**src/rtl/hamming_link_sched.sv**
```systemverilog
// Two-requester round-robin scheduler for a shared serial bit/strobe Hamming
// link. The granted word is sent LSB-first, one strobe per bit, then the
// scheduler waits for the downstream done flag. The corrected word is returned
// tagged with the requester id, or a zero word with an error flag on timeout.
module hamming_link_sched #(
   parameter int DATA_W  = 4,
   parameter int RSP_W   = 4,
   parameter int GAP     = 1,
   parameter int TIMEOUT = 31
) (
   input  logic              clk,
   input  logic              rst_n,
   input  logic              req0_valid,
   input  logic [DATA_W-1:0] req0_data,
   output logic              req0_ready,
   input  logic              req1_valid,
   input  logic [DATA_W-1:0] req1_data,
   output logic              req1_ready,
   output logic              bit_out,
   output logic              strobe_out,
   input  logic              done_in,
   input  logic [RSP_W-1:0]  rsp_in,
   output logic              rsp_valid,
   output logic [RSP_W-1:0]  rsp_data,
   output logic              rsp_id,
   output logic              rsp_err,
   output logic              busy
);

   localparam int BW = $clog2(DATA_W + 1);
   localparam int GW = (GAP > 1) ? $clog2(GAP) : 1;
   localparam int TW = $clog2(TIMEOUT + 1);
   localparam logic [BW-1:0] BIT_LAST = BW'(DATA_W);
   localparam logic [GW-1:0] GAP_LAST = GW'((GAP > 0) ? (GAP - 1) : 0);
   localparam logic [TW-1:0] TMO_LAST = TW'(TIMEOUT);

   typedef enum logic [2:0] {
      S_IDLE,
      S_SHIFT,
      S_GAP,
      S_WAIT,
      S_RESP
   } state_t;

   state_t            state;
   logic [DATA_W-1:0] shreg;
   logic [BW-1:0]     bit_cnt;
   logic [GW-1:0]     gap_cnt;
   logic [TW-1:0]     tmo_cnt;
   logic              cur_id;
   logic              last_grant;
   logic              sel1;
   logic              accept;
   logic [DATA_W-1:0] acc_word;

   // Round-robin selection: a lone requester wins; on a tie, the one not served last wins.
   always_comb begin
      sel1       = req1_valid & (~req0_valid | ~last_grant);
      req0_ready = (state == S_IDLE) & req0_valid & ~sel1;
      req1_ready = (state == S_IDLE) & sel1;
      accept     = req0_ready | req1_ready;
      acc_word   = sel1 ? req1_data : req0_data;
   end

   // Scheduler FSM; outputs are registered on the transition into each state,
   // so shreg always holds the bits still to be sent.
   always_ff @(posedge clk or negedge rst_n) begin
      if (!rst_n) begin
         state      <= S_IDLE;
         shreg      <= '0;
         bit_cnt    <= '0;
         gap_cnt    <= '0;
         tmo_cnt    <= '0;
         cur_id     <= 1'b0;
         last_grant <= 1'b1;
         bit_out    <= 1'b0;
         strobe_out <= 1'b0;
         rsp_valid  <= 1'b0;
         rsp_data   <= '0;
         rsp_id     <= 1'b0;
         rsp_err    <= 1'b0;
         busy       <= 1'b0;
      end else begin
         rsp_valid <= 1'b0;
         case (state)
            S_IDLE: begin
               if (accept) begin
                  state      <= S_SHIFT;
                  bit_out    <= acc_word[0];
                  shreg      <= acc_word >> 1;
                  strobe_out <= 1'b1;
                  bit_cnt    <= BW'(1);
                  cur_id     <= sel1;
                  last_grant <= sel1;
                  busy       <= 1'b1;
               end
            end
            S_SHIFT: begin
               if (GAP > 0) begin
                  state      <= S_GAP;
                  strobe_out <= 1'b0;
                  gap_cnt    <= '0;
               end else if (bit_cnt == BIT_LAST) begin
                  state      <= S_WAIT;
                  strobe_out <= 1'b0;
                  tmo_cnt    <= '0;
               end else begin
                  strobe_out <= 1'b1;
                  bit_out    <= shreg[0];
                  shreg      <= shreg >> 1;
                  bit_cnt    <= bit_cnt + 1'b1;
               end
            end
            S_GAP: begin
               if (gap_cnt == GAP_LAST) begin
                  if (bit_cnt == BIT_LAST) begin
                     state   <= S_WAIT;
                     tmo_cnt <= '0;
                  end else begin
                     state      <= S_SHIFT;
                     strobe_out <= 1'b1;
                     bit_out    <= shreg[0];
                     shreg      <= shreg >> 1;
                     bit_cnt    <= bit_cnt + 1'b1;
                  end
               end else begin
                  gap_cnt <= gap_cnt + 1'b1;
               end
            end
            S_WAIT: begin
               // A done seen in the same cycle as the timeout still wins.
               if (done_in) begin
                  state     <= S_RESP;
                  rsp_valid <= 1'b1;
                  rsp_data  <= rsp_in;
                  rsp_err   <= 1'b0;
                  rsp_id    <= cur_id;
               end else if (tmo_cnt == TMO_LAST) begin
                  state     <= S_RESP;
                  rsp_valid <= 1'b1;
                  rsp_data  <= '0;
                  rsp_err   <= 1'b1;
                  rsp_id    <= cur_id;
               end else begin
                  tmo_cnt <= tmo_cnt + 1'b1;
               end
            end
            S_RESP: begin
               state   <= S_IDLE;
               busy    <= 1'b0;
               bit_cnt <= '0;
               gap_cnt <= '0;
               tmo_cnt <= '0;
            end
            default: begin
               state      <= S_IDLE;
               strobe_out <= 1'b0;
               busy       <= 1'b0;
            end
         endcase
      end
   end

endmodule

```
**config.mk**
```make
export PLATFORM = sky130hd
export DESIGN_NAME = hamming_link_sched
export DESIGN_NICKNAME = d
export VERILOG_FILES = /design/src/rtl/hamming_link_sched.sv
export SDC_FILE = /design/constraint.sdc
export NUM_CORES = 1
export LEC_CHECK = 0
export ABC_AREA = 1
export CELL_PAD_IN_SITES_DETAIL_PLACEMENT = 2
export CELL_PAD_IN_SITES_GLOBAL_PLACEMENT = 2
export CORE_MARGIN = 4
export CORE_UTILIZATION = 31
export DETAILED_ROUTE_END_ITERATION = 6
export DONT_BUFFER_PORTS = 1
export PLACE_DENSITY_LB_ADDON = 0.12
export SETUP_SLACK_MARGIN = 0.1
export SKIP_CTS_REPAIR_TIMING = 1
export SLEW_MARGIN = 40
export SYNTH_ARGS = -nofsm -noshare
export SYNTH_HDL_FRONTEND = slang
export SYNTH_SLANG_ARGS = --single-unit
```
**constraint.sdc**
```tcl
create_clock -name clk -period 1.5 [get_ports clk]
set_input_delay 0.15 -clock clk [delete_from_list [all_inputs] [get_ports clk]]
set_output_delay 0.15 -clock clk [all_outputs]
set_load 0.01 [all_outputs]
```
==> impl_metrics.json <==
{
  "cts_tree": "yes",
  "start_kind": "register",
  "fp.dieH_um": 74.45,
  "hold_violations": 0,
  "yosysWarnings": 0,
  "finalWirelength_um": 4132,
  "htreeDepth": 1,
  "clock_latency_ns": 0.28,
  "gp_congestion": 0.7245,
  "final_period_minus_worst_setup_slack_ns": 1.564,
  "report.final.slew_viol_count": 0,
  "netlist_area_um2": 1369,
  "fin_crit_sh_pct": 104.2,
  "rsz0062_at_grt": "true",
  "tightest_slew_ns": 0.4611,
  "hold_class": "in2reg",
  "nets": 234,
  "post-route-util_pct": 46.41,
  "critPathMaxFanout": 8,
  "start_util_pct": 33.03,
  "synth.avg_cell_area_um2": 7.777,
  "r2r_cells": 10,
  "multi_input_area_um2": 748.2,
  "clock_path_buffers": 2,
  "firstDrtPassIters": 2,
  "drive_gt1_share_pct": 34.91,
  "layout_commonest_cell": "nand2_1",
  "cp.required_ns": 1.68,
  "area_growth_pct": 40.49,
  "synth.distinct_cells": 23,
  "die_area_um2": 5543,
  "ant_nets": 0,
  "register_area_um2": 654.4,
  "peakVddDrop_mv": 0.6753,
  "cts.clk_slew.worst_paths_ns": 0.10,
  "cp-endpoint": "rsp_err",
  "ys_seq_area_share_pct": 47.62,
  "die_w_um": 74.45,
  "outcome": "finished, violations left",
  "grt_usage_pct": 14.55,
  "grt.overflow.total": 0,
  "power.density_nw_per_um2": 1884,
  "rrSetupSlack_ns": -0.06,
  "grt_pass1_wl_um": 6265,
  "syn_nets": 197,
  "worst_slack_ns": -0.06361,
  "viasPerCell": 4.912,
  "fin_skew_ns": 0.002267,
  "violations": "negative setup slack",
  "fin_area_um2": 1923,
  "wl_per_cell_um": 15.77,
  "relSlewSlack_pct": 69.06,
  "grt_antenna_before_repair": 0,
  "placed_area_um2": 1518,
  "dp_hpwl_um": 2778,
  "grt_pass1_vias": 1341,
  "ys_seq_elements": 26,
  "port_buffers": 0,
  "setup_viol": 13,
  "ios": 29,
  "fill_cells": 470,
  "fp-row-count": 23,
  "via_count": 1287,
  "clock.fmax_mhz": 639.5,
  "synthCells": 176,
  "drt_iter0_drc": 13,
  "cts_root_buffer": "clkbuf_8",
  "clock_sinks": 26,
  "drcViolationCount": 0,
  "critical_path_class": "reg2reg",
  "reg2reg_from": "tmo_cnt[0]",
  "cp-end-kind": "register",
  "antenna_cells": 0,
  "regToRegEndpoint": "rsp_err",
  "coreArea_um2": 4144,
  "grt_max_degree": 27,
  "critPathArrivalTime_ns": 1.75,
  "cts_buffers": 3,
  "max_cap_viol_count": 0,
  "startpoint": "tmo_cnt[0]",
  "p_leak_uw": 0.0009983,
  "most-common-layout-cells": "nand2_1, dfrtp_1, buf_4, inv_1"
}
==> cells by family (layout without fill, tap and decap cells) <==
logic type                 count (synthesis)  in the layout  synth area share, %
AOI/OAI and AO/OA                         10             10                5.119
adders and majority gates                  4              4                3.656
buffers and inverters                     22             58                6.764
DFF                                       26             26                47.62
and+or+nand+nor                          114            114                36.84
==> registers in the layout, summed over array words and instances, names as in the netlist <==
name and count:
bit_cnt 3, tmo_cnt 5, rsp_err 1, state 3, strobe_out 1, shreg 3, last_grant 1, bit_out 1
busy 1, rsp_data 4, cur_id 1, rsp_id 1, rsp_valid 1
==> cell usage after synthesis <==
master / n / area share [%]
nand2_1: 76 / 21
dfrtp_1: 25 / 46
inv_1: 20 / 5.5
nand3_1: 14 / 5.1
nor2_1: 12 / 3.3
ha_1: 4 / 3.7
o21ai_0: 4 / 1.5
nand3b_1: 3 / 1.6
nor2_4: 2 / 1.6
nor3_1: 2 / 0.73
o21ai_2: 2 / 1.3
a21oi_1: 1 / 0.37
a21oi_4: 1 / 1.2
clkbuf_8: 1 / 1.0
dfstp_2: 1 / 1.9
inv_2: 1 / 0.27
nand3_4: 1 / 1.3
nand4_1: 1 / 0.46
nand4_2: 1 / 0.91
o21ai_1: 1 / 0.37
o22ai_1: 1 / 0.46
or2_1: 1 / 0.46
or2_2: 1 / 0.46
==> critical path, cell delays in order, from the launching register on <==
cell and delay, ns:
dfrtp_1 0.38, ha_2 0.20, nand2_2 0.07, nor2_2 0.09, ha_2 0.20, inv_4 0.05
a21oi_4 0.15, inv_4 0.07, buf_12 0.15, nand2_2 0.06, o21ai_2 0.05
==> layer usage <==
layer  wire length (um)  track usage [%]
met5                  0                0
met4                 26            2.372
met3                135            2.838
met2               2281            28.00
met1               1689            16.72
==> final cells by class <==
cell class	instances	area share (%)
flip-flops and latches	26	34.03
clock inverters	1	1.561
clock buffers	3	2.147
repair buffers	33	15.61
multi-input cells	128	38.91
inverters	21	4.489
well taps	50	3.253
==> report_power, final <==
part           internal, uW  leakage, uW  switching, uW
registers               988     0.000322            287
clock network           358    0.0000357            243
logic                   754     0.000640            994
total                  2100     0.000998           1520
==> how the worst min path moves through the flow <==
stage / start / cells after the start / end
after floorplan: rst_n / 0 / bit_cnt[0]
after global placement: rst_n / 0 / shreg[1]
after detailed placement: rst_n / 0 / shreg[1]
after CTS: rst_n / 0 / strobe_out
after global routing: rsp_in[0] / 2 / rsp_data[0]
final: rsp_in[0] / 2 / rsp_data[0]
==> metrics by stage <==
step / setup TNS, ns / power, uW / worst slack [ns] / hold WS [ns] / instances
6_report: -0.4460 / 3623 / -0.06361 / 0.01338 / 262
5_1_grt: -1.850 / 3959 / -0.1600 / 0.009600 / 262
4_1_cts: -1.164 / 3083 / -0.2237 / -0.4473 / 240
3_5_place_dp: -0.5999 / 2476 / -0.09882 / -0.1447 / 236
3_3_place_gp: -0.07098 / 2373 / -0.01637 / -0.1448 / 236
2_1_floorplan: 0 / 2050 / 0.04316 / -0.1456 / 176
No activity file was read; power rests on OpenSTA's default activity.
